$ cat src/rtl/serial_add_sched.sv
// Two-requester scheduler sharing one external full-adder cell.
// Each accepted operation is added bit-serially, LSB first, over WIDTH cycles.
module serial_add_sched #(
  parameter int WIDTH = 8
) (
  input  logic             CLK,
  input  logic             RESETN,
  input  logic             REQ0_VALID,
  input  logic             REQ1_VALID,
  output logic             REQ0_READY,
  output logic             REQ1_READY,
  input  logic [WIDTH-1:0] REQ0_A,
  input  logic [WIDTH-1:0] REQ0_B,
  input  logic [WIDTH-1:0] REQ1_A,
  input  logic [WIDTH-1:0] REQ1_B,
  input  logic             REQ0_CIN,
  input  logic             REQ1_CIN,
  output logic             FA_I0,
  output logic             FA_I1,
  output logic             FA_CIN,
  input  logic             FA_O,
  input  logic             FA_COUT,
  output logic             RSP_VALID,
  input  logic             RSP_READY,
  output logic [WIDTH-1:0] SUM,
  output logic             COUT,
  output logic             RSP_ID,
  output logic             BUSY
);

  localparam int CW = (WIDTH > 2) ? $clog2(WIDTH) : 1;
  localparam logic [CW-1:0] LAST_BIT = CW'(WIDTH - 1);

  typedef enum logic [1:0] {
    IDLE,
    RUN,
    DONE
  } state_t;

  typedef struct packed {
    logic [WIDTH-1:0] a;
    logic [WIDTH-1:0] b;
    logic             cin;
  } op_t;

  state_t          state;
  state_t          state_nxt;
  logic [WIDTH-1:0] a_sr;
  logic [WIDTH-1:0] b_sr;
  logic [WIDTH-1:0] sum_sr;
  logic             carry;
  logic [CW-1:0]    cnt;
  logic             rsp_id;
  logic             last_id;

  logic             any_req;
  logic             pick1;
  logic             grant;
  logic             run_last;
  logic             rsp_take;
  op_t              sel_op;

  // Requester 1 wins when alone, or when both ask and 0 was served last.
  assign any_req  = REQ0_VALID | REQ1_VALID;
  assign pick1    = REQ1_VALID & (~REQ0_VALID | ~last_id);
  assign grant    = RESETN & (state == IDLE) & any_req;
  assign run_last = (state == RUN) & (cnt == LAST_BIT);
  assign rsp_take = (state == DONE) & RSP_READY;

  always_comb begin
    sel_op = '0;
    unique case (1'b1)
      pick1:   sel_op = '{a: REQ1_A, b: REQ1_B, cin: REQ1_CIN};
      default: sel_op = '{a: REQ0_A, b: REQ0_B, cin: REQ0_CIN};
    endcase
  end

  always_comb begin
    state_nxt = state;
    unique case (state)
      IDLE:    if (grant) state_nxt = RUN;
      RUN:     if (run_last) state_nxt = DONE;
      DONE:    if (RSP_READY) state_nxt = IDLE;
      default: state_nxt = IDLE;
    endcase
  end

  always_ff @(posedge CLK or negedge RESETN) begin
    if (!RESETN) begin
      state <= IDLE;
    end else begin
      state <= state_nxt;
    end
  end

  always_ff @(posedge CLK or negedge RESETN) begin
    if (!RESETN) begin
      a_sr    <= '0;
      b_sr    <= '0;
      sum_sr  <= '0;
      carry   <= 1'b0;
      cnt     <= '0;
      rsp_id  <= 1'b0;
      last_id <= 1'b1;
    end else begin
      if (grant) begin
        a_sr   <= sel_op.a;
        b_sr   <= sel_op.b;
        carry  <= sel_op.cin;
        cnt    <= '0;
        rsp_id <= pick1;
      end
      if (state == RUN) begin
        a_sr   <= a_sr >> 1;
        b_sr   <= b_sr >> 1;
        sum_sr <= {FA_O, sum_sr[WIDTH-1:1]};
        carry  <= FA_COUT;
        cnt    <= cnt + CW'(1);
      end
      if (rsp_take) begin
        last_id <= rsp_id;
      end
    end
  end

  assign REQ0_READY = grant & ~pick1;
  assign REQ1_READY = grant & pick1;

  assign FA_I0  = (state == RUN) & a_sr[0];
  assign FA_I1  = (state == RUN) & b_sr[0];
  assign FA_CIN = (state == RUN) & carry;

  assign RSP_VALID = (state == DONE);
  assign SUM       = sum_sr;
  assign COUT      = carry;
  assign RSP_ID    = rsp_id;
  assign BUSY      = (state != IDLE);

endmodule

$ cat config.mk
export PLATFORM = sky130hd
export DESIGN_NAME = serial_add_sched
export DESIGN_NICKNAME = d
export VERILOG_FILES = /design/src/rtl/serial_add_sched.sv
export SDC_FILE = /design/constraint.sdc
export NUM_CORES = 1
export LEC_CHECK = 0
export BUFFER_PORTS_ARGS = -buffer_cell sky130_fd_sc_hd__clkbuf_2
export CAP_MARGIN = 20
export CORE_MARGIN = 5
export CORE_UTILIZATION = 45
export CTS_CLUSTER_DIAMETER = 40
export CTS_CLUSTER_SIZE = 14
export DETAILED_ROUTE_END_ITERATION = 7
export GPL_ROUTABILITY_DRIVEN = 0
export MAX_ROUTING_LAYER = met4
export PLACE_DENSITY = 0.75
export SLEW_MARGIN = 20
export SYNTH_ARGS = -nofsm -noshare
export SYNTH_HDL_FRONTEND = slang
export SYNTH_SLANG_ARGS = --single-unit
$ cat constraint.sdc
create_clock -name CLK -period 1.6 [get_ports CLK]
set_input_delay 0.32 -clock CLK [delete_from_list [all_inputs] [get_ports CLK]]
set_output_delay 0.32 -clock CLK [all_outputs]
set_load 0.005 [all_outputs]
# Yosys cells after proc, flatten, opt, wreduce, memory -nomap -nowiden
# Cells that the tools add are included.
[op_classes]
addsub = 1
n_eq_ne = 6
n_mux = 13
n_bitwise = 15
n_reduce_logical = 4
[ops]
columns = ["operator", "count"]
rows = [
  ["2-to-1 mux 8 bit", 4],
  ["2-to-1 mux 17 bit", 1],
  ["AND 1 bit", 10],
  ["2-to-1 mux 2 bit", 3],
  ["2-to-1 mux 3 bit", 2],
  ["one-hot mux 2 bit (3 select lines)", 1],
  ["inequality test 2 bit, second input constant", 2],
  ["nonzero test 2 bit", 2],
  ["adder 3 x 1 -> 3 bit, second input constant", 1],
  ["== test 3 bit, second input constant", 1],
  ["NOT 1 bit", 3],
  ["AND reduction 3 bit", 1],
  ["== test 2 x 1 -> 1 bit, second input constant", 1],
  ["== test 2 bit, second input constant", 1],
  ["logical NOT 2 bit", 1],
  ["2-to-1 mux 1 bit", 2],
  ["inequality test 2 x 1 -> 1 bit, second input constant", 1],
  ["bitwise OR 1 bit", 2],
]
[totals]
ff_bits = 32
in_bits = 41
wordCells = 47

# Longest topological paths before layout
# Gate-level depths: netlist (run 1).
[logic_depth]
depth_word = 6
mapped_depth = 6
mapped_depth_nobuf = 5

# Worst setup path after synthesis (run 1)
# No wires, ideal clock.
[synth_path]
path_type = "register to register"
from = "register last_id"
to = "register a_sr[3]"
setup_time_ns = 0.131
t_arrival_ns = 1.248
path_slack_ns = 0.221
stages_incl_launch_ff = 7
synth_period_minus_slack_ns = 1.379
cell_sequence = "dfstp_2 -> a21boi_1 -> and3_1 -> buf_6 -> buf_6 -> a22oi_1 -> nand2_1"
[synth_via]
elab_chain_len = 6
[synth_lines]
columns = ["element", "line", "source"]
rows = [
  ["from (decl)", "54", "logic last_id;"],
  ["from (signal assigned)", "121", "last_id <= rsp_id;"],
  ["NOT 1 bit", "65", "assign pick1 = REQ1_VALID & (~REQ0_VALID | ~last_id);"],
  ["bitwise OR 1 bit", "65", ""],
  ["AND 1 bit", "65", ""],
  ["2-to-1 mux 17 bit", "72", "unique case (1'b1)"],
  ["2-to-1 mux 8 bit", "106", "if (grant) begin"],
  ["2-to-1 mux 8 bit", "113", "if (state == RUN) begin"],
  ["to (signal assigned)", "107", "a_sr <= sel_op.a;"],
  ["to (signal assigned)", "114", "a_sr <= a_sr >> 1;"],
  ["to (decl)", "48", "logic [WIDTH-1:0] a_sr;"],
]
# Every way passes these cells. The select of a mux whose other input is x is not followed.
# A chain may end at the register's enable or synchronous reset.

# Worst setup path after layout (run 1)
[layout_path]
from = "register state[1]"
to = "output port FA_I1"
[layout_via]
elab_chain_len = 2
[layout_lines]
columns = ["element", "line", "source"]
rows = [
  ["from (decl)", "46", "state_t state;"],
  ["from (signal assigned)", "92", "state <= state_nxt;"],
  ["== test 2 x 1 -> 1 bit", "130", "assign FA_I1 = (state == RUN) & b_sr[0];"],
  ["AND 1 bit", "130", ""],
  ["to (decl)", "19", "output logic FA_I1,"],
]
# Every way passes these cells.

==> results.md, run 1 <==
- Status: complete, but fails checks
- Failing checks: setup timing
- Number of vias per cell: 5.46
- Synth Area in XOR/XNOR: 0%
- P_sw: 1.27 mW
- CTS max path bufs: 2
- Pre-CTS WS: 0.124 ns
- Starting Density: 47.6%
- Crit. End Element: primary output
- ANT nets after route: 0
- Skew final: 0.00454 ns
- Cells after Synth: 151
- Leak: 1.10 nW
- Fin crit share: 102%
- Syn Area/Cell: 10.8 sq um
- DP Wirelength: 3060 um
- Int Power: 2.21 mW
- Area leader, netlist: dfrtp_1
- Boundary Pins: 58
- Mapped Nets: 194
- Residual DRC: 0
- TritonRoute pass-1 iters: 4
- Final Hold Vio Count: 0
- Largest fanout on the critical path: 5
- Logic pwr share: 46.3%
- Initial DRC count: 90
- Switching share of power: 36.4%
- CTS sink cnt: 32
- Mapped cell area: 1630 sq um
- CTS tree: built
- Setup ws final: -0.0302 ns
- Min-delay worst type: in2async
- Post-synth ARST share: 100%
- R2r setup slk: 0.11 ns
- Simple-gate share of the synthesized area: 12.9%
- IO buf count: 57
- Chip width: 70.1 um
- Peak supply drop: 921 uV
- Synth top cells by count: dfrtp_1, nand2_1, a22oi_1
- Max Freq: 0.613 GHz
- Worst setup path class: reg2out
- PD cells: 1640 nW/um^2
- Yosys cell types: 31
- Seq cells post-synth: 32
- Seq/Total Area, Yosys: 49.3%
- Die ar.: 4910 sq um
- Pin count of the biggest net entering global routing: 21
- Clock Tree Root: clkbuf_4
- Area Growth Syn to Fin: 30.6%
- CTS buffer count: 5
- Max_cap viols: 0
- Drt wl/cell: 15.1 um
- Number of synthesized flops with an enable pin: 0
- Core area: 3420 sq um
- Share of layout cells above drive strength 1: 48.4%
- Total number of vias: 1458
- Post-layout util: 62.2%
- Clock-pin slew on the worst setup and hold paths: 0.09 ns
- Multi-input gate area: 758 sq um
- Critical R2R Launch: last_id
- Initial antenna violation count: 0
- Fill cells: 307
- Cell Rows: 21
- Global-route wire length before repair: 7150 um
- Top cell type's share of synthesized area: 47.7%
- Tightest Pin Transition: 0.290 ns
- Cell count after placement: 257
- Antenna Cells: 0
- Part of the power in the clock network: 11.8%
- Count leader, synth: dfrtp_1
- Top cells by area, synth: dfrtp_1, a22oi_1, mux2_2
- Reg area: 805 sq um
- Total GRT Usage: 18.5%
- Sequential Power Share: 41.9%
- RR Endpoint: b_sr[6]
- CP required: 1.28 ns
- Congestion Overflow GR: 0
- Worst setup SP type: register
- Yosys warns: 0
- Final setup viols: 3
- Layout Nets: 264
- Area share of fa/ha/maj cells after synthesis: 1.54%
- CTS H-tree depth: 2
- Complex-gate fraction of the synthesized area: 23.5%
- Slew margin rel.: 80.6%
- WP data arrival: 1.31 ns
- Clock Latency Late Sink: 0.32 ns
- Non-Filler Instances: 267
- Die Ht: 70.1 um
- Fin Hold WS: 0.0205 ns
- WL final: 4030 um
- Reg2Reg Depth: 6
- Pins over their slew limit: 0
- Mux contribution to synthesized area: 6.93%
- Tmin final: 1.63 ns
- Main combinational cell family by area after synthesis: compound AO/OA/AOI/OAI gates
- Top_reg_cell synth: dfrtp_1
- RSZ-0062 raised after global routing: yes
- Vias in the first global route: 1598
worst max-delay path by stage:
stage,end,depth (start not counted),from
final,FA_I1,3,state[1]
after CTS,FA_I1,3,state[1]
after global routing,FA_I1,3,state[1]
after floorplan,a_sr[3],6,last_id
after detailed placement,a_sr[4],6,REQ1_VALID
after global placement,a_sr[4],6,REQ1_VALID
worst max-delay path, stage by stage, from the launching register on:
cell	delay, ns
dfrtp_2	0.46
and2b_2	0.28
and2_4	0.16
buf_6	0.09
power groups by stage:
stage / Sequential [mW] / Clock, mW / Combinational, mW
6_report: 1.46 / 0.411 / 1.61
5_1_grt: 1.52 / 0.469 / 1.81
4_1_cts: 1.45 / 0.430 / 1.60
3_5_place_dp: 1.45 / 0 / 1.49
3_3_place_gp: 1.44 / 0 / 1.46
2_1_floorplan: 1.41 / 0 / 0.972
placed cells by master, fill, tap and decap left out, types with 4 or more instances in the layout:
cell      instances
a22oi_1          16
dfrtp_1          29
mux2_2           10
nor2_1           13
a222oi_1          5
buf_4            15
a221oi_2          6
clkbuf_2         54
nand2_1          26
inv_1             4
clkbuf_4          5
routing by layer:
metal  up-vias  part of all wire [%]  GRT usage, %
met5         -                     0             -
met4         0                   1.2          5.74
met3         6                   6.7          4.45
met2        53                    50          31.1
met1       699                    42          21.8
li1        700                     -             -
logic make-up (layout without fill, tap and decap cells):
family | count (synthesis) | in the layout
flip-flops | 32 | 32
buffers and inverters | 15 | 85
AND/OR/NAND/NOR | 49 | 49
multiplexers | 10 | 10
adder cells (fa/ha/maj) | 2 | 2
AO/OA/AOI/OAI | 43 | 43
cell type report:
| cell class | instances | area share [%] |
|---|---|---|
| clock buffer | 6 | 1.94 |
| clock inverter | 1 | 0.236 |
| inverter | 4 | 0.707 |
| multi-input combinational | 104 | 35.7 |
| sequential | 32 | 37.9 |
| tap | 46 | 2.71 |
| timing repair buffer | 74 | 20.8 |
sequential cells by signal, summed over array words and instances, names as in the netlist:
name	flops
last_id	1
COUT	1
b_sr	8
SUM	8
state	2
a_sr	8
RSP_ID	1
cnt	3
metrics by stage:
stage / TNS, ns / power [mW] / cell area [sq um]
global placement: 0 / 2.90 / 1990
detailed placement: 0 / 2.94 / 1990
floorplan: 0 / 2.38 / 1630
finish: -0.0714 / 3.48 / 2120
global route: -0.309 / 3.80 / 2120
CTS: -0.128 / 3.48 / 2120
repair_timing:
item / 4_1_cts / 5_1_grt
resized for setup: 12 / 5
setup endpoints to repair: 6 / 9
pin swaps: 3 / 4
endpoints found under the hold margin: 12 / 0
hold buffers: 1 / 0
setup buffers: 4 / 0
(Power assumes the default switching activity.)
==> run 2, diff against run 1 <==
CELL_PAD_IN_SITES_DETAIL_PLACEMENT = 1   (was default)
CELL_PAD_IN_SITES_GLOBAL_PLACEMENT = 1   (was default)
CORE_UTILIZATION = 37   (was 45)
PLACE_DENSITY = 0.81   (was 0.75)
==> run 2 against run 1 <==
The run now ends clean. Register-to-register slack got worse by 0.02 ns. Clock power rose by 58%. Critical path depth did not move. Global-route usage fell by 1.1 points. Cell area rose by 2.6%. Maximum frequency rose by 2.9%. Hold slack improved by 0.016 ns.
==> results.md, run 2 (synthesized netlist as in run 1, its figures left out) <==
- Slowest stage delay, CP: 0.44 ns (-0.02 ns)
- Tmin final: 1.58 ns (-0.0465 ns)
- Clock-pin slew on the worst setup and hold paths: 0.07 ns (-0.02 ns)
- Top Family by Delay on Critical Path: flip-flops
- Initial antenna violation count: 0 (unchanged)
- Cell count after placement: 261 (+1.6%)
- Clock Tree Root: clkbuf_8
- Die ar.: 5820 sq um (+18%)
- CTS H-tree depth: 2 (unchanged)
- Leak: 1.12 nW (+1.3%)
- Worst setup SP type: register
- Vias in the first global route: 1606 (+0.50%)
- CP required: 1.28 ns (about the same)
- Antenna Cells: 0 (unchanged)
- Reg2Reg Depth: 4 (-2)
- CTS sink cnt: 32 (unchanged)
- Critical R2R Launch: state[1]
- CTS buffer count: 5 (unchanged)
- Multi-input gate area: 756 sq um (-0.33%)
- Cell Rows: 24 (+14%)
- Post-layout util: 50.7% (-11 points)
- Congestion Overflow GR: 0 (unchanged)
- Min-delay worst type: in2async
- Fin area: 2180 sq um (+2.6%)
- Largest fanout on the critical path: 4 (-1)
- Peak supply drop: 780 uV (-15%)
- IO buf count: 57 (unchanged)
- CTS max path bufs: 2 (unchanged)
- RR Endpoint: SUM[2]
- Hold-fix buffers, CTS: 0 (-1)
- Chip width: 76.3 um (+8.8%)
- Area Growth Syn to Fin: 34.0%
- Number of vias per cell: 5.38 (-1.6%)
- Final Hold Vio Count: 0 (unchanged)
- Starting Density: 37.8% (-9.7 points)
- Skew final: 0.00473 ns (+0.000195 ns)
- Final TNS setup: 0 ns (+0.0714 ns)
- WL final: 4840 um (+20%)
- Global-route wire length before repair: 8020 um (+12%)
- RSZ-0062 raised after global routing: yes
- Crit path cell chain: nor2_4, o2111a_2, buf_6
- PD cells: 1760 nW/um^2 (+7.4%)
- ANT nets after route: 0 (unchanged)
- WP data arrival: 1.26 ns (-0.05 ns)
- Power Total: 3.83 mW (+10%)
- Pins over their slew limit: 0 (unchanged)
- Pin count of the biggest net entering global routing: 20 (-4.8%)
- Fill cells: 507 (+65%)
- Final setup viols: 0 (-3)
- Crit. End Element: primary output
- Max Freq: 0.631 GHz (+2.9%)
- Clock Latency Late Sink: 0.29 ns (-0.03 ns)
- Drt wl/cell: 17.8 um (+18%)
- Max_cap viols: 0 (unchanged)
- Share of layout cells above drive strength 1: 48.6% (+0.22 points)
- Slew margin rel.: 81.3% (+0.61 points)
- DP Wirelength: 3550 um (+16%)
- Most frequent cells in the layout: clkbuf_2, dfrtp_1, nand2_1
- Buf/Inv on CP: 1 (unchanged)
- Layout Nets: 262 (-0.76%)
- Status: finished, final reports clean
- Commonest non-fill, non-tap cell in the layout: clkbuf_2
- Setup ws final: 0.0163 ns (+0.0465 ns)
- Die Ht: 76.3 um (+8.8%)
- Fin crit share: 99.0% (-2.9 points)
- Tightest Pin Transition: 0.281 ns (-0.00916 ns)
- Residual DRC: 0 (unchanged)
- Non-Filler Instances: 272 (+1.9%)
- Total GRT Usage: 17.3% (-1.1 points)
- Core area: 4290 sq um (+26%)
- Worst setup path class: reg2out
- Pre-CTS WS: 0.0785 ns (-0.0456 ns)
- Fin Hold WS: 0.0366 ns (+0.0161 ns)
- Boundary Pins: 58 (unchanged)
- Initial DRC count: 64 (-29%)
- R2r setup slk: 0.09 ns (-0.02 ns)
- CTS tree: built
- Worst path slowest cell: dfrtp_2
- Total number of vias: 1462 (+0.27%)
- Post-DP Area: 2010 sq um (+0.88%)
- Reg area: 805 sq um (unchanged)
- TritonRoute pass-1 iters: 4 (unchanged)
-- run 2: worst max-delay path by stage --
stage,from,end,slack [ns],cells past startpoint
after CTS,state[1],FA_I1,-0.002,3
after detailed placement,state[1],SUM[2],0.08,3
after global placement,state[1],SUM[2],0.13,3
after floorplan,last_id,a_sr[3],0.22,6
final,state[0],REQ0_READY,0.02,3
after global routing,state[0],REQ0_READY,-0.02,3
-- run 2: layout make-up --
cell class	instances	share of cell area [%]
flip-flops and latches	32	36.9
multi-input cells	104	34.7
repair buffers	72	20.6
clock buffers	8	4.14
well taps	52	2.99
inverters	4	0.689
-- run 2: routing by layer --
| metal | vias up | track usage (%) | part of all wire, % |
|---|---|---|---|
| met5 | - | - | 0 |
| met3 | 8 | 4.61 | 4.7 |
| met4 | 0 | 6.12 | 1.7 |
| li1 | 692 | - | - |
| met2 | 42 | 29.9 | 53 |
| met1 | 720 | 19.2 | 40 |
-- run 2: where the power goes --
part           internal (mW)  leakage (nW)  total [mW]  switching (mW)
registers               1.18         0.395        1.47           0.289
clock network          0.351        0.0455       0.651           0.300
logic                  0.921         0.676        1.72           0.795
-- run 2: worst reg2reg max path, cell delays in order, from the launching register on --
cell     delay (ns)
dfrtp_2        0.44
and2b_4        0.30
buf_4          0.17
buf_12         0.14
mux2_2         0.34
-- run 2: what timing repair did --
action,4_1_cts,5_1_grt
pin swaps,1,3
buffers inserted,2,1
resized for setup,8,8
setup endpoints to repair,6,6
endpoints found under the hold margin,0,0
